==> config.mk <==
export PLATFORM = sky130hd
export DESIGN_NAME = svc_axi_router_rd_flat
export DESIGN_NICKNAME = d
export VERILOG_FILES = /design/src/rtl/svc_axi_router_rd_if.sv /design/src/rtl/svc_axi_router_rd.sv /design/src/flat_wrapper.sv
export SDC_FILE = /design/constraint.sdc
export NUM_CORES = 1
export LEC_CHECK = 0
export ABC_AREA = 1
export BUFFER_PORTS_ARGS = -buffer_cell sky130_fd_sc_hd__buf_2
export CAP_MARGIN = 25
export CORE_MARGIN = 10
export CORE_UTILIZATION = 37
export CTS_BUF_LIST = sky130_fd_sc_hd__clkbuf_16
export DETAILED_ROUTE_END_ITERATION = 10
export MAX_ROUTING_LAYER = met4
export PLACE_DENSITY = 0.76
export SLEW_MARGIN = 15
export SYNTH_ARGS = -nofsm -noshare
export SYNTH_HDL_FRONTEND = slang
export SYNTH_SLANG_ARGS = --single-unit
==> constraint.sdc <==
create_clock -name clk -period 1.4 [get_ports clk]
set_input_delay 0.07 -clock clk [delete_from_list [all_inputs] [get_ports clk]]
set_output_delay 0.07 -clock clk [all_outputs]
set_load 0.02 [all_outputs]
==> src/rtl/svc_axi_router_rd_if.sv <==
// rtl/svc_axi_router_rd_if.sv - AXI read-channel bundle between one manager and NUM_S subordinate lanes
interface svc_axi_router_rd_if #(
    parameter int NUM_S          = 2,
    parameter int AXI_ADDR_WIDTH = 8,
    parameter int AXI_DATA_WIDTH = 16,
    parameter int AXI_ID_WIDTH   = 4
);
    logic                                        s_axi_arvalid;
    logic                                        s_axi_arready;
    logic [AXI_ID_WIDTH-1:0]                     s_axi_arid;
    logic [AXI_ADDR_WIDTH-1:0]                   s_axi_araddr;
    logic [7:0]                                  s_axi_arlen;
    logic [2:0]                                  s_axi_arsize;
    logic [1:0]                                  s_axi_arburst;
    logic                                        s_axi_rvalid;
    logic                                        s_axi_rready;
    logic [AXI_ID_WIDTH-1:0]                     s_axi_rid;
    logic [AXI_DATA_WIDTH-1:0]                   s_axi_rdata;
    logic [1:0]                                  s_axi_rresp;
    logic                                        s_axi_rlast;

    logic [NUM_S-1:0]                            m_axi_arvalid;
    logic [NUM_S-1:0]                            m_axi_arready;
    logic [NUM_S-1:0][AXI_ID_WIDTH-1:0]          m_axi_arid;
    logic [NUM_S-1:0][AXI_ADDR_WIDTH-1:0]        m_axi_araddr;
    logic [NUM_S-1:0][7:0]                       m_axi_arlen;
    logic [NUM_S-1:0][2:0]                       m_axi_arsize;
    logic [NUM_S-1:0][1:0]                       m_axi_arburst;
    logic [NUM_S-1:0]                            m_axi_rvalid;
    logic [NUM_S-1:0]                            m_axi_rready;
    logic [NUM_S-1:0][AXI_ID_WIDTH-1:0]          m_axi_rid;
    logic [NUM_S-1:0][AXI_DATA_WIDTH-1:0]        m_axi_rdata;
    logic [NUM_S-1:0][1:0]                       m_axi_rresp;
    logic [NUM_S-1:0]                            m_axi_rlast;

    // Router side: accepts upstream AR, drives downstream AR lanes.
    modport slave (
        input  s_axi_arvalid, s_axi_arid, s_axi_araddr, s_axi_arlen, s_axi_arsize, s_axi_arburst,
        input  s_axi_rready,
        output s_axi_arready, s_axi_rvalid, s_axi_rid, s_axi_rdata, s_axi_rresp, s_axi_rlast,
        output m_axi_arvalid, m_axi_arid, m_axi_araddr, m_axi_arlen, m_axi_arsize, m_axi_arburst,
        output m_axi_rready,
        input  m_axi_arready, m_axi_rvalid, m_axi_rid, m_axi_rdata, m_axi_rresp, m_axi_rlast
    );

    // Environment side: upstream manager plus the subordinate models.
    modport master (
        output s_axi_arvalid, s_axi_arid, s_axi_araddr, s_axi_arlen, s_axi_arsize, s_axi_arburst,
        output s_axi_rready,
        input  s_axi_arready, s_axi_rvalid, s_axi_rid, s_axi_rdata, s_axi_rresp, s_axi_rlast,
        input  m_axi_arvalid, m_axi_arid, m_axi_araddr, m_axi_arlen, m_axi_arsize, m_axi_arburst,
        input  m_axi_rready,
        output m_axi_arready, m_axi_rvalid, m_axi_rid, m_axi_rdata, m_axi_rresp, m_axi_rlast
    );
endinterface

==> src/rtl/svc_axi_router_rd.sv <==
// rtl/svc_axi_router_rd.sv - 1-to-NUM_S AXI read router, one burst in flight, DECERR for unmapped selects
module svc_axi_router_rd #(
    parameter int NUM_S          = 2,
    parameter int AXI_ADDR_WIDTH = 8,
    parameter int AXI_DATA_WIDTH = 16,
    parameter int AXI_ID_WIDTH   = 4,
    parameter int SEL_WIDTH      = $clog2(NUM_S)
) (
    input  logic clk,
    input  logic rst_n,
    svc_axi_router_rd_if.slave bus
);
    typedef enum logic [1:0] {IDLE, ADDR, DATA, ERR} state_t;

    state_t                    state_q, state_d;
    logic                      arready_q;
    logic [NUM_S-1:0]          arvalid_q, arvalid_d;
    logic [SEL_WIDTH-1:0]      sel_q, sel_d, dec_sel;
    logic [7:0]                cnt_q, cnt_d;
    logic [AXI_ID_WIDTH-1:0]   id_q;
    logic [AXI_ADDR_WIDTH-1:0] addr_q;
    logic [7:0]                len_q;
    logic [2:0]                size_q;
    logic [1:0]                burst_q;
    logic                      ar_hs, dec_ok;

    logic                      r_valid, r_last;
    logic [AXI_ID_WIDTH-1:0]   r_id;
    logic [AXI_DATA_WIDTH-1:0] r_data;
    logic [1:0]                r_resp;
    logic [NUM_S-1:0]          r_ready_lanes;

    assign dec_sel = bus.s_axi_araddr[AXI_ADDR_WIDTH-1 -: SEL_WIDTH];
    assign dec_ok  = {1'b0, dec_sel} < (SEL_WIDTH+1)'(NUM_S);
    assign ar_hs   = bus.s_axi_arvalid && arready_q;

    always_comb begin
        state_d       = state_q;
        sel_d         = sel_q;
        cnt_d         = cnt_q;
        arvalid_d     = '0;
        r_valid       = 1'b0;
        r_last        = 1'b0;
        r_id          = '0;
        r_data        = '0;
        r_resp        = 2'b00;
        r_ready_lanes = '0;
        case (state_q)
            IDLE: begin
                if (ar_hs) begin
                    sel_d = dec_sel;
                    if (dec_ok) begin
                        state_d = ADDR;
                    end else begin
                        state_d = ERR;
                        cnt_d   = bus.s_axi_arlen;
                    end
                end
            end
            ADDR: begin
                // arvalid_q is one-hot on sel, so this is the selected lane's handshake.
                if (|(arvalid_q & bus.m_axi_arready)) state_d = DATA;
            end
            DATA: begin
                for (int i = 0; i < NUM_S; i++) begin
                    if (sel_q == SEL_WIDTH'(i)) begin
                        r_valid          = bus.m_axi_rvalid[i];
                        r_id             = bus.m_axi_rid[i];
                        r_data           = bus.m_axi_rdata[i];
                        r_resp           = bus.m_axi_rresp[i];
                        r_last           = bus.m_axi_rlast[i];
                        r_ready_lanes[i] = bus.s_axi_rready;
                    end
                end
                if (r_valid && bus.s_axi_rready && r_last) state_d = IDLE;
            end
            ERR: begin
                r_valid = 1'b1;
                r_id    = id_q;
                r_resp  = 2'b11;
                r_last  = (cnt_q == 8'd0);
                if (bus.s_axi_rready) begin
                    if (cnt_q == 8'd0) state_d = IDLE;
                    else               cnt_d   = cnt_q - 8'd1;
                end
            end
            default: state_d = IDLE;
        endcase
        if (state_d == ADDR) begin
            for (int i = 0; i < NUM_S; i++) begin
                if (sel_d == SEL_WIDTH'(i)) arvalid_d[i] = 1'b1;
            end
        end
    end

    always_ff @(posedge clk or negedge rst_n) begin
        if (!rst_n) begin
            state_q   <= IDLE;
            arready_q <= 1'b0;
            arvalid_q <= '0;
            sel_q     <= '0;
            cnt_q     <= '0;
            id_q      <= '0;
            addr_q    <= '0;
            len_q     <= '0;
            size_q    <= '0;
            burst_q   <= '0;
        end else begin
            state_q   <= state_d;
            arready_q <= (state_d == IDLE);
            arvalid_q <= arvalid_d;
            sel_q     <= sel_d;
            cnt_q     <= cnt_d;
            if (ar_hs) begin
                id_q    <= bus.s_axi_arid;
                addr_q  <= bus.s_axi_araddr;
                len_q   <= bus.s_axi_arlen;
                size_q  <= bus.s_axi_arsize;
                burst_q <= bus.s_axi_arburst;
            end
        end
    end

    assign bus.s_axi_arready = arready_q;
    assign bus.m_axi_arvalid = arvalid_q;
    assign bus.m_axi_rready  = r_ready_lanes;
    assign bus.s_axi_rvalid  = r_valid;
    assign bus.s_axi_rid     = r_id;
    assign bus.s_axi_rdata   = r_data;
    assign bus.s_axi_rresp   = r_resp;
    assign bus.s_axi_rlast   = r_last;

    // Payload is broadcast; only the lane with arvalid acts on it.
    always_comb begin
        for (int i = 0; i < NUM_S; i++) begin
            bus.m_axi_arid[i]    = id_q;
            bus.m_axi_araddr[i]  = addr_q;
            bus.m_axi_arlen[i]   = len_q;
            bus.m_axi_arsize[i]  = size_q;
            bus.m_axi_arburst[i] = burst_q;
        end
    end
endmodule
==> src/flat_wrapper.sv <==
// flat-port wrapper written by rule: the top's interface ports become plain ports
module svc_axi_router_rd_flat 
#(
    parameter int NUM_S          = 2,
    parameter int AXI_ADDR_WIDTH = 8,
    parameter int AXI_DATA_WIDTH = 16,
    parameter int AXI_ID_WIDTH   = 4,
    parameter int SEL_WIDTH      = $clog2(NUM_S)
)
  (clk, rst_n, bus_s_axi_arvalid, bus_s_axi_arid, bus_s_axi_araddr, bus_s_axi_arlen, bus_s_axi_arsize, bus_s_axi_arburst, bus_s_axi_rready, bus_s_axi_arready, bus_s_axi_rvalid, bus_s_axi_rid, bus_s_axi_rdata, bus_s_axi_rresp, bus_s_axi_rlast, bus_m_axi_arvalid, bus_m_axi_arid, bus_m_axi_araddr, bus_m_axi_arlen, bus_m_axi_arsize, bus_m_axi_arburst, bus_m_axi_rready, bus_m_axi_arready, bus_m_axi_rvalid, bus_m_axi_rid, bus_m_axi_rdata, bus_m_axi_rresp, bus_m_axi_rlast);
  svc_axi_router_rd_if #(.NUM_S(NUM_S), .AXI_ADDR_WIDTH(AXI_ADDR_WIDTH), .AXI_DATA_WIDTH(AXI_DATA_WIDTH), .AXI_ID_WIDTH(AXI_ID_WIDTH)) bus_i ();
  input  logic clk;
  input  logic rst_n;
  input wire logic [$bits(bus_i.s_axi_arvalid)-1:0] bus_s_axi_arvalid;
  input wire logic [$bits(bus_i.s_axi_arid)-1:0] bus_s_axi_arid;
  input wire logic [$bits(bus_i.s_axi_araddr)-1:0] bus_s_axi_araddr;
  input wire logic [$bits(bus_i.s_axi_arlen)-1:0] bus_s_axi_arlen;
  input wire logic [$bits(bus_i.s_axi_arsize)-1:0] bus_s_axi_arsize;
  input wire logic [$bits(bus_i.s_axi_arburst)-1:0] bus_s_axi_arburst;
  input wire logic [$bits(bus_i.s_axi_rready)-1:0] bus_s_axi_rready;
  output wire logic [$bits(bus_i.s_axi_arready)-1:0] bus_s_axi_arready;
  output wire logic [$bits(bus_i.s_axi_rvalid)-1:0] bus_s_axi_rvalid;
  output wire logic [$bits(bus_i.s_axi_rid)-1:0] bus_s_axi_rid;
  output wire logic [$bits(bus_i.s_axi_rdata)-1:0] bus_s_axi_rdata;
  output wire logic [$bits(bus_i.s_axi_rresp)-1:0] bus_s_axi_rresp;
  output wire logic [$bits(bus_i.s_axi_rlast)-1:0] bus_s_axi_rlast;
  output wire logic [$bits(bus_i.m_axi_arvalid)-1:0] bus_m_axi_arvalid;
  output wire logic [$bits(bus_i.m_axi_arid)-1:0] bus_m_axi_arid;
  output wire logic [$bits(bus_i.m_axi_araddr)-1:0] bus_m_axi_araddr;
  output wire logic [$bits(bus_i.m_axi_arlen)-1:0] bus_m_axi_arlen;
  output wire logic [$bits(bus_i.m_axi_arsize)-1:0] bus_m_axi_arsize;
  output wire logic [$bits(bus_i.m_axi_arburst)-1:0] bus_m_axi_arburst;
  output wire logic [$bits(bus_i.m_axi_rready)-1:0] bus_m_axi_rready;
  input wire logic [$bits(bus_i.m_axi_arready)-1:0] bus_m_axi_arready;
  input wire logic [$bits(bus_i.m_axi_rvalid)-1:0] bus_m_axi_rvalid;
  input wire logic [$bits(bus_i.m_axi_rid)-1:0] bus_m_axi_rid;
  input wire logic [$bits(bus_i.m_axi_rdata)-1:0] bus_m_axi_rdata;
  input wire logic [$bits(bus_i.m_axi_rresp)-1:0] bus_m_axi_rresp;
  input wire logic [$bits(bus_i.m_axi_rlast)-1:0] bus_m_axi_rlast;
  assign bus_i.s_axi_arvalid = bus_s_axi_arvalid;
  assign bus_i.s_axi_arid = bus_s_axi_arid;
  assign bus_i.s_axi_araddr = bus_s_axi_araddr;
  assign bus_i.s_axi_arlen = bus_s_axi_arlen;
  assign bus_i.s_axi_arsize = bus_s_axi_arsize;
  assign bus_i.s_axi_arburst = bus_s_axi_arburst;
  assign bus_i.s_axi_rready = bus_s_axi_rready;
  assign bus_s_axi_arready = bus_i.s_axi_arready;
  assign bus_s_axi_rvalid = bus_i.s_axi_rvalid;
  assign bus_s_axi_rid = bus_i.s_axi_rid;
  assign bus_s_axi_rdata = bus_i.s_axi_rdata;
  assign bus_s_axi_rresp = bus_i.s_axi_rresp;
  assign bus_s_axi_rlast = bus_i.s_axi_rlast;
  assign bus_m_axi_arvalid = bus_i.m_axi_arvalid;
  assign bus_m_axi_arid = bus_i.m_axi_arid;
  assign bus_m_axi_araddr = bus_i.m_axi_araddr;
  assign bus_m_axi_arlen = bus_i.m_axi_arlen;
  assign bus_m_axi_arsize = bus_i.m_axi_arsize;
  assign bus_m_axi_arburst = bus_i.m_axi_arburst;
  assign bus_m_axi_rready = bus_i.m_axi_rready;
  assign bus_i.m_axi_arready = bus_m_axi_arready;
  assign bus_i.m_axi_rvalid = bus_m_axi_rvalid;
  assign bus_i.m_axi_rid = bus_m_axi_rid;
  assign bus_i.m_axi_rdata = bus_m_axi_rdata;
  assign bus_i.m_axi_rresp = bus_m_axi_rresp;
  assign bus_i.m_axi_rlast = bus_m_axi_rlast;
  svc_axi_router_rd #(.NUM_S(NUM_S), .AXI_ADDR_WIDTH(AXI_ADDR_WIDTH), .AXI_DATA_WIDTH(AXI_DATA_WIDTH), .AXI_ID_WIDTH(AXI_ID_WIDTH), .SEL_WIDTH(SEL_WIDTH)) u_core (.clk(clk), .rst_n(rst_n), .bus(bus_i));
endmodule
==> qor.yml, run 1 <==
post-route-period-util_pct: 107
cp_max_fo: 3
slew_headroom_pct: 67.1
worstReg2RegEnd: "u_core.bus.m_axi_arvalid[1]"
min_to: "u_core.len_q[6]"
io_buffers: 157
timing.fmax_mhz: 669
ir_worst_vdd_uv: 1490
violations: "negative setup slack"
r2r_start: "u_core.state_q[0]"
criticalPathCategory: "reg -> out"
required_ns: 1.33
maxSlewViolCount: 0
grt_pass1_wl_um: 13600
arrival_ns: 1.42
dpl.hpwl_um: 6230
via_per_inst: 5.01
drcViolationCount: 0
route.vias.total: 2857
hold_class: "in -> reg"
grt_pass1_vias: 2744
drt-initial-drc-count: 159
synth_warnings: 0
syn_inst: 319
path_clk_slew_ns: 0.06
antenna_left: 0
fin_skew_ns: 0.00276
intPower_uw: 4410
crit_path_cell_trace: "inv_2 > buf_4 > buf_4 > a31oi_1 > buf_4"
crit_slowest_cell: "dfrtp_1"
cpLargestDelayFamily: "buffers and inverters"
rsz0062_at_grt: "yes"
setup_slack_ns: -0.0941
p_leak_uw: 0.00211
slowest_delay_ns: 0.42
final_core_util_pct: 64.8
crit_buf_inv: 4
seqPwrFrac_pct: 24.2
die-area_mm2: 0.00965
reg2reg_depth: 8
die_h_um: 98.2
die_w_um: 98.2
grt.overflow.total: 0
worstHoldStart: "bus_s_axi_arlen[6]"
p_per_area_mw_per_mm2: 2320
power_switching_uw: 4480
tightest_slew_ns: 0.493
synth_cell_type_count: 23
dp_worst_setup_slack_ns: 0.0416
finalSetupTns_ns: -0.444
path_common_cell: "buf_4"
numCtsBuffers: 5
wl_um: 9980
clockPowerShare_pct: 11.8
critPathLaunchType: "register"
clk_latency_ns: 0.28
cts.sinks: 39
p_sw_share_pct: 50.4
ys_ff_latch: 39
hold_violations: 0
root_buffer: "clkbuf_16"
whs_path_depth: 3
min_period_ns: 1.49
dp.cells: 526
h-tree-depth: 2
ios: 158
final_cell_mix: "nand2_1, buf_2, dfrtp_1, buf_4, dlygate4sd3_1"
synth_seq_area_share_pct: 43.1
end_kind: "output port"
dpl-instance-area_mm2: 0.00298
pwr-share-comb_pct: 64.0
final_common_cell: "nand2_1"
nNetsFinal: 574
status: "finished, violations left"
place.gp.congestion: 0.835
grt_max_degree: 40
wire_per_inst_um: 17.5
maxCapViolCount: 0
final_area_mm2: 0.00384
cts_buffer_depth: 2
finalSetupViolCount: 17
core_area_mm2: 0.00592
syn_area_mm2: 0.00226
area_growth_pct: 69.6
drive_gt1_share_pct: 49.7
cts_tree: "built"
regToRegSetupSlack_ns: 0.02
syn_nets: 400
finalNonFillerCells: 570
avgSynthCellArea_um2: 7.10
grtUsageTotal_pct: 17.3
row_count: 28
initial_core_util_pct: 38.2
firstDrtPassIters: 4
antenna_found_initial: 2
area by class of cell:
cell class / instances / area [um2]
Multi-Input combinational cell: 226 / 1200
Tap cell: 75 / 93.8
Sequential cell: 39 / 978
Timing Repair Buffer: 202 / 1340
Clock inverter: 2 / 8.76
Antenna cell: 2 / 5.00
Fill cell: 439 / 2080
Inverter: 19 / 87.6
Clock buffer: 5 / 125
state kept, by name, summed over array words and instances (netlist names):
register,flops
u_core.burst_q,2
u_core.len_q,8
u_core.cnt_q,8
u_core.bus.m_axi_arvalid,2
u_core.bus.s_axi_arready,1
u_core.id_q,4
u_core.state_q,2
u_core.sel_q,1
u_core.addr_q,8
u_core.size_q,3
worst reg2reg max path, stage by stage (launching register included):
cell	delay (ns)
dfrtp_1	0.43
inv_2	0.11
buf_4	0.11
buf_4	0.12
nand2_1	0.11
nor2_2	0.16
o22ai_2	0.10
o21ai_0	0.09
inv_1	0.05
stage by stage:
stage	hold WS [ns]	power [uW]
2_1_floorplan	-0.226	5330
3_3_place_gp	0.147	6430
3_5_place_dp	0.162	6530
4_1_cts	0.000219	8030
5_1_grt	0.0159	9440
6_report	0.00638	8890
power groups by stage:
| stage | Sequential [uW] | Combinational, uW | Clock (uW) |
|---|---|---|---|
| 3_3_place_gp | 2080 | 4350 | 0 |
| 5_1_grt | 2210 | 6110 | 1120 |
| 6_report | 2150 | 5690 | 1050 |
| 4_1_cts | 2100 | 4850 | 1080 |
| 3_5_place_dp | 2080 | 4450 | 0 |
| 2_1_floorplan | 2480 | 2840 | 0 |
synthesized netlist by cell type:
master / count / share of area [%]
nand2_1: 151 / 25
nand3_1: 9 / 2.0
dfrtp_1: 39 / 43
a31oi_1: 1 / 0.28
xor2_1: 2 / 0.77
buf_1: 2 / 0.33
inv_1: 15 / 2.5
a21oi_1: 20 / 4.4
inv_6: 1 / 0.39
ha_1: 2 / 1.1
nand4_1: 1 / 0.28
buf_4: 25 / 8.3
o22ai_2: 1 / 0.55
buf_2: 8 / 1.8
nor2_4: 1 / 0.50
o21ai_0: 13 / 2.9
nand2_2: 4 / 1.1
inv_2: 2 / 0.33
o21ai_1: 3 / 0.66
nor3_1: 3 / 0.66
nor2_1: 14 / 2.3
nand2_4: 1 / 0.50
clkinv_2: 1 / 0.22
what timing repair did:
item,CTS,global route
hold endpoints to repair,61,0
pin swaps,5,14
hold buffers,23,0
gates cloned,0,1
gates resized for setup,26,95
setup buffers,9,3
setup endpoints to repair,25,32
how the worst max path moves through the flow:
stage | startpoint | endpoint | slack [ns] | depth (start not counted)
2_1_floorplan | u_core.sel_q | bus_s_axi_rid[2] | 0.05 | 5
3_3_place_gp | u_core.cnt_q[1] | u_core.cnt_q[3] | 0.10 | 9
3_5_place_dp | u_core.cnt_q[1] | u_core.cnt_q[3] | 0.04 | 9
5_1_grt | u_core.state_q[0] | bus_s_axi_rvalid | -0.15 | 5
4_1_cts | u_core.cnt_q[1] | bus_s_axi_rlast | -0.06 | 7
6_report | u_core.state_q[0] | bus_s_axi_rvalid | -0.09 | 5
logic make-up after synthesis:
| group | count (synthesis) | synth area share (%) |
|---|---|---|
| fa+ha+maj | 2 | 1.11 |
| xor+xnor | 2 | 0.774 |
| buf+inv | 54 | 13.8 |
| simple gates | 184 | 32.4 |
| compound gates | 38 | 8.79 |
| flops | 39 | 43.1 |
metal layers:
layer  track usage (%)  part of all wire, %  vias to the layer above
met4              5.40                  2.5                        0
met2              29.0                   50                      191
met1              18.8                   38                     1319
li1                  -                    -                     1324
met3              5.92                  9.8                       23
met5                 -                    0                        -
Power figures use the tool's default switching activity.
==> inputs of run 2 (changes only) <==
- TNS_END_PERCENT: default -> 30
==> run 2 against run 1 <==
  * The flow still finishes with violations (negative setup slack)
  * Clock power hardly changed
  * Highest routed layer unchanged
  * Clock-buffer cell count stayed put
  * Largest power group unchanged
  * Routed wire length fell by 11%
  * Hold slack worse by 0.00088 ns
  * Clock skew decreased by 0.00078 ns
  * Sequential cell count unchanged
  * First-iteration DRC count decreased by 40%
  * Design area shrank 2.1%
  * Maximum frequency grew 3.5%
==> qor.yml, run 2 (synthesis gave the netlist of run 1 again) <==
slew_headroom_pct: 66.6  # -0.51 points
reg2reg_depth: 8  # unchanged
die-area_mm2: 0.00965  # unchanged
grtUsageTotal_pct: 17.3  # unchanged
grt_pass1_wl_um: 13600  # unchanged
r2r_start: "u_core.state_q[0]"
critPathLaunchType: "register"
min_period_ns: 1.44  # -0.0512 ns
worstReg2RegEnd: "u_core.bus.m_axi_arvalid[1]"
cts.sinks: 39  # unchanged
regArea_um2: 978  # unchanged
fin_skew_ns: 0.00198  # -0.000783 ns
die_h_um: 98.2  # unchanged
reg_top3: "u_core.addr_q: 8 flops, u_core.cnt_q: 8 flops, u_core.len_q: 8 flops"
final_core_util_pct: 63.5  # -1.4 points
initial_core_util_pct: 38.2  # unchanged
finalSetupViolCount: 3  # -14
rsz0062_at_grt: "yes"
end_kind: "output port"
regToRegSetupSlack_ns: 0.04  # +0.02 ns
path_common_cell: "buf_4"
arrival_ns: 1.37  # -0.05 ns
p_per_area_mw_per_mm2: 2290  # -0.96%
via_per_inst: 4.80  # -4.2%
die_w_um: 98.2  # unchanged
ir_worst_vdd_uv: 1480  # -0.66%
violations: "negative setup slack"
cts_buffer_depth: 2  # unchanged
required_ns: 1.33  # about the same
clk_latency_ns: 0.28  # about the same
drcViolationCount: 0  # unchanged
power_uw: 8620  # -3.1%
h-tree-depth: 2  # unchanged
hold_violations: 0  # unchanged
wl_um: 8890  # -11%
timing.fmax_mhz: 693  # +3.5%
cp.depth: 5  # unchanged
dpl.hpwl_um: 6230  # unchanged
core_area_mm2: 0.00592  # unchanged
crit_buf_inv: 4  # unchanged
n_fill_cell: 469  # +6.8%
slowest_delay_ns: 0.40  # -0.02 ns
setup_slack_ns: -0.0429  # +0.0512 ns
cpLargestDelayFamily: "buffers and inverters"
status: "finished, violations left"
multi_input_area_mm2: 0.00115  # -4.4%
crit_path_end: "bus_s_axi_rvalid"
dpl-instance-area_mm2: 0.00298  # unchanged
firstDrtPassIters: 4  # unchanged
antenna_left: 0  # unchanged
numCtsBuffers: 5  # unchanged
post-route-period-util_pct: 103  # -3.7 points
final_area_mm2: 0.00376  # -2.1%
p_leak_uw: 0.00209  # -0.97%
place.gp.congestion: 0.835  # unchanged
cp_max_fo: 3  # unchanged
area_growth_pct: 66.0
ios: 158  # unchanged
crit_path_cell_trace: "inv_2 > buf_4 > buf_4 > a31oi_1 > buf_4"
dp.cells: 526  # unchanged
nNetsFinal: 573  # -0.17%
io_buffers: 157  # unchanged
grt_max_degree: 40  # unchanged
cts_tree: "built"
hold_class: "in -> reg"
maxCapViolCount: 0  # unchanged
maxSlewViolCount: 0  # unchanged
finalNonFillerCells: 568  # -0.35%
row_count: 28  # unchanged
grt.overflow.total: 0  # unchanged
drt-initial-drc-count: 96  # -40%
route.vias.total: 2728  # -4.5%
timing.hold.ws_ns: 0.00550  # -0.000881 ns
criticalPathCategory: "reg -> out"
wire_per_inst_um: 15.6  # -11%
root_buffer: "clkbuf_16"
final_common_cell: "nand2_1"
path_clk_slew_ns: 0.05  # about the same
drive_gt1_share_pct: 48.2  # -1.5 points
crit_slowest_cell: "dfrtp_1"
antenna_found_initial: 1  # -1
tightest_slew_ns: 0.501  # +0.00763 ns
grt_pass1_vias: 2744  # unchanged
setup.worst_path.start: "u_core.state_q[0]"
final_cell_mix: "nand2_1, buf_2, dfrtp_1, buf_4, dlygate4sd3_1"
[run 2: cell types whose count changed in the layout (fill, tap and decap cells not counted), sizes merged]
cell / delta
clkinvlp: -1
buf: -1
diode: -1
inv: +1
[run 2: through the flow]
| stage | setup WS [ns] | TNS (ns) |
|---|---|---|
| finish | -0.0429 | -0.0598 |
| global route | -0.0961 | -0.968 |
| CTS | -0.0613 | -0.0725 |
| detailed placement | 0.0416 | 0 |
| global placement | 0.102 | 0 |
| floorplan | 0.0499 | 0 |
[run 2: cell type report]
class | count | area share (%)
Timing Repair Buffer | 201 | 35.0
Multi-Input combinational cell | 226 | 30.6
Sequential cell | 39 | 26.0
Clock buffer | 5 | 3.33
Tap cell | 75 | 2.50
Inverter | 19 | 2.23
Clock inverter | 2 | 0.233
Antenna cell | 1 | 0.0666
[run 2: routing by layer]
| layer | vias to the layer above | global-route usage (%) | part of all wire (%) |
|---|---|---|---|
| li1 | 1316 | - | - |
| met1 | 1255 | 18.8 | 41 |
| met2 | 145 | 29.0 | 49 |
| met3 | 12 | 5.92 | 8.6 |
| met4 | 0 | 5.40 | 1.6 |
| met5 | - | - | 0 |
[run 2: tightest hold or removal path, stage by stage]
cell     delay (ns)
buf_2          0.07
nand2_1        0.04
nand2_1        0.06
[run 2: how the worst min path moves through the flow]
stage / slack (ns) / depth (start not counted) / endpoint / startpoint
final: 0.006 / 3 / u_core.len_q[6] / bus_s_axi_arlen[6]
after global routing: 0.02 / 3 / u_core.len_q[4] / bus_s_axi_arlen[4]
after CTS: 0.0002 / 3 / u_core.len_q[4] / bus_s_axi_arlen[4]
after detailed placement: 0.16 / 2 / u_core.len_q[4] / rst_n
after global placement: 0.15 / 2 / u_core.len_q[0] / rst_n
after floorplan: -0.23 / 0 / u_core.addr_q[0] / rst_n
[run 2: where the power goes]
part           total [uW]  leakage, uW  switching [uW]  internal, uW
clock network        1050    0.0000671             409           639
logic                5440      0.00154            3410          2030
registers            2130     0.000484             460          1670
[run 2: timing repair]
action	in CTS	in global routing
hold buffers	23	0
hold endpoints to repair	61	0
pin swaps	5	9
buffers inserted	9	2
resized for setup	26	76
endpoints found under the setup margin	25	32
==> inputs of run 3 (changes only) <==
- ABC_AREA: 1 -> default
- CORE_UTILIZATION: 37 -> 38
- PLACE_DENSITY: 0.76 -> 0.77
==> run 3 against run 2 <==
  * The flow still finishes with violations (negative setup slack)
  * Utilization down 0.53 points
  * Area after synthesis is 2.8% higher
  * Sequential share of layout area rose by 0.29 points
  * Synthesized cell count shrank 36%
  * Power rose by 11%
  * Global-route usage shrank 0.90 points
  * Critical path depth increased by 1
  * Routed wire length shrank 8.1%
  * Largest cell class is now multi-input combinational cells
  * Largest power group unchanged
==> qor.yml, run 3 <==
pwr-share-comb_pct: 65.7  # +2.5 points
worstHoldStart: "bus_s_axi_arlen[7]"
final_cell_mix: "buf_2, buf_4, dfrtp_1, mux2_2, mux2i_1"
die_w_um: 98.2  # about the same
timing.fmax_mhz: 620  # -11%
grtUsageTotal_pct: 16.4  # -0.90 points
path_clk_slew_ns: 0.06  # about the same
drt-initial-drc-count: 66  # -31%
rsz0062_at_grt: "yes"
avgSynthCellArea_um2: 11.3  # +60%
antenna_left: 0  # unchanged
antenna_found_initial: 1  # unchanged
power_switching_uw: 4290  # +0.15%
worstReg2RegEnd: "u_core.bus.s_axi_arready"
wire_per_inst_um: 18.2  # +17%
maxSlewViolCount: 0  # unchanged
timing.hold.ws_ns: 0.0202  # +0.0147 ns
criticalPathCategory: "reg -> out"
required_ns: 1.33  # about the same
finalSetupTns_ns: -2.15  # -2.09 ns
grt.overflow.total: 0  # unchanged
row_count: 28  # unchanged
regToRegSetupSlack_ns: -0.16  # -0.20 ns
grt_max_degree: 40  # unchanged
violations: "negative setup slack"
cp_max_fo: 2  # -1
hold_class: "in -> reg"
io_buffers: 157  # unchanged
reg_top3: "u_core.addr_q: 8 flops, u_core.cnt_q: 8 flops, u_core.len_q: 8 flops"
final_common_cell: "buf_2"
finalSetupViolCount: 32  # +29
min_to: "u_core.len_q[7]"
status: "finished, violations left"
whs_path_depth: 2  # -1
synth-edff-count: 0  # unchanged
cpLargestDelayFamily: "simple AND/OR/NAND/NOR gates"
synth_warnings: 0  # unchanged
n_fill_cell: 455  # -3.0%
wl_um: 8170  # -8.1%
p_leak_uw: 0.00196  # -6.1%
grt_pass1_vias: 2499  # -8.9%
place.gp.congestion: 0.847  # +1.5%
tightest_slew_ns: 0.492  # -0.00835 ns
synth_cell_type_count: 41  # +78%
root_buffer: "clkbuf_16"
cts.sinks: 39  # unchanged
multi_input_area_mm2: 0.00126  # +9.1%
min_period_ns: 1.61  # +0.171 ns
ios: 158  # unchanged
cts_buffer_depth: 2  # unchanged
fin_skew_ns: 0.00374  # +0.00176 ns
ys_ff_latch: 39  # unchanged
regArea_um2: 981  # +0.26%
synth_ff_type: "dfrtp_1"
syn_area_mm2: 0.00233  # +2.8%
intPower_uw: 5240  # +21%
hold_violations: 0  # unchanged
nNetsFinal: 452  # -21%
die_h_um: 98.2  # about the same
yosys-top-cells-area: "dfrtp_1, mux2_2, mux2i_1, buf_4, nor2_1"
arrival_ns: 1.54  # +0.17 ns
p_sw_share_pct: 45.0  # -4.7 points
end_kind: "output port"
clockPowerShare_pct: 11.4  # -0.8 points
grt_pass1_wl_um: 12800  # -6.0%
reg2reg_depth: 7  # -1
dp.cells: 422  # -20%
firstDrtPassIters: 4  # unchanged
critPathLaunchType: "register"
drive_gt1_share_pct: 71.0  # +23 points
p_per_area_mw_per_mm2: 2560  # +11%
crit_path_cell_trace: "inv_2 > ha_4 > nor3b_4 > and2_4 > o211a_1 > buf_6"
area_growth_pct: 60.2
synth_seq_area_share_pct: 42.0  # -1.2 points
core_area_mm2: 0.00592  # unchanged
via_per_inst: 4.90  # +2.1%
r2r_start: "u_core.cnt_q[0]"
route.vias.total: 2197  # -19%
finalNonFillerCells: 448  # -21%
maxCapViolCount: 0  # unchanged
setup_slack_ns: -0.214  # -0.171 ns
synthTopCellsByCount: "dfrtp_1, buf_4, mux2_2, mux2i_1, nor2_1"
async_reset_ff_share_pct: 100  # unchanged
initial_core_util_pct: 39.3  # +1.1 points
slew_headroom_pct: 67.2  # +0.56 points
dpl.hpwl_um: 5990  # -3.9%
synth_most_common_cell: "dfrtp_1"
synth_top_area_share_pct: 42.0  # -1.2 points
die-area_mm2: 0.00965  # about the same
clk_latency_ns: 0.28  # about the same
cts_tree: "built"
drcViolationCount: 0  # unchanged
h-tree-depth: 2  # unchanged
seqPwrFrac_pct: 22.8  # -1.9 points
post-route-period-util_pct: 115  # +12 points
crit_slowest_cell: "dfrtp_1"
yosys.area.top_type: "dfrtp_1"
slowest_delay_ns: 0.39  # about the same
syn_inst: 205  # -36%
ir_worst_vdd_uv: 1570  # +6.0%
power_uw: 9530  # +11%
numCtsBuffers: 5  # unchanged
crit_buf_inv: 2  # -2
syn_nets: 286  # -28%
-- run 3: worst max-delay path by stage --
stage / to / start / cells past startpoint
6_report: bus_s_axi_rlast / u_core.cnt_q[1] / 6
5_1_grt: bus_s_axi_rlast / u_core.cnt_q[1] / 6
4_1_cts: bus_s_axi_rlast / u_core.cnt_q[2] / 5
3_5_place_dp: u_core.cnt_q[5] / u_core.state_q[1] / 3
3_3_place_gp: u_core.cnt_q[5] / u_core.state_q[1] / 3
2_1_floorplan: bus_s_axi_rvalid / u_core.sel_q / 4
-- run 3: per-stage QoR --
step	util, %	setup WS (ns)	instance area (um2)
4_1_cts	60.9	-0.224	3610
3_3_place_gp	53.0	-0.0341	3140
6_report	62.9	-0.214	3730
5_1_grt	62.9	-0.278	3730
2_1_floorplan	-	-0.0230	2330
3_5_place_dp	53.0	-0.115	3140
-- run 3: what timing repair did --
action | CTS | global route
hold buffers | 1 | 0
pin swaps | 10 | 9
hold endpoints to repair | 39 | 0
cloned | 2 | 0
setup buffers | 12 | 5
endpoints found under the setup margin | 36 | 39
gates resized for setup | 55 | 31
-- run 3: power by group through the flow --
stage	logic [uW]	registers [uW]	clock network (uW)
2_1_floorplan	3190	2610	0
3_3_place_gp	5020	2150	0
3_5_place_dp	5070	2190	0
4_1_cts	6020	2180	1110
5_1_grt	6660	2270	1170
6_report	6260	2180	1090
-- run 3: cell type report --
class / instances / area share, %
Multi-Input combinational cell: 128 / 33.7
Timing Repair Buffer: 194 / 33.3
Sequential cell: 39 / 26.3
Clock buffer: 5 / 3.36
Tap cell: 75 / 2.52
Clock inverter: 3 / 0.403
Inverter: 3 / 0.302
Antenna cell: 1 / 0.0672
-- run 3: kinds of logic after synthesis --
group | synth area share (%)
DFF | 42.0
muxes | 24.3
xor gates and xnor gates | 2.26
and+or+nand+nor | 12.9
buffers and inverters | 11.0
AOI/OAI and AO/OA | 6.46
adders and majority gates | 1.08
-- run 3: layer usage --
layer / track usage (%) / vias to the layer above / wire, um
met5: - / - / 0
met4: 4.63 / 0 / 139
met3: 4.93 / 12 / 686
met2: 26.3 / 134 / 3900
met1: 19.4 / 1024 / 3450
li1: - / 1027 / -
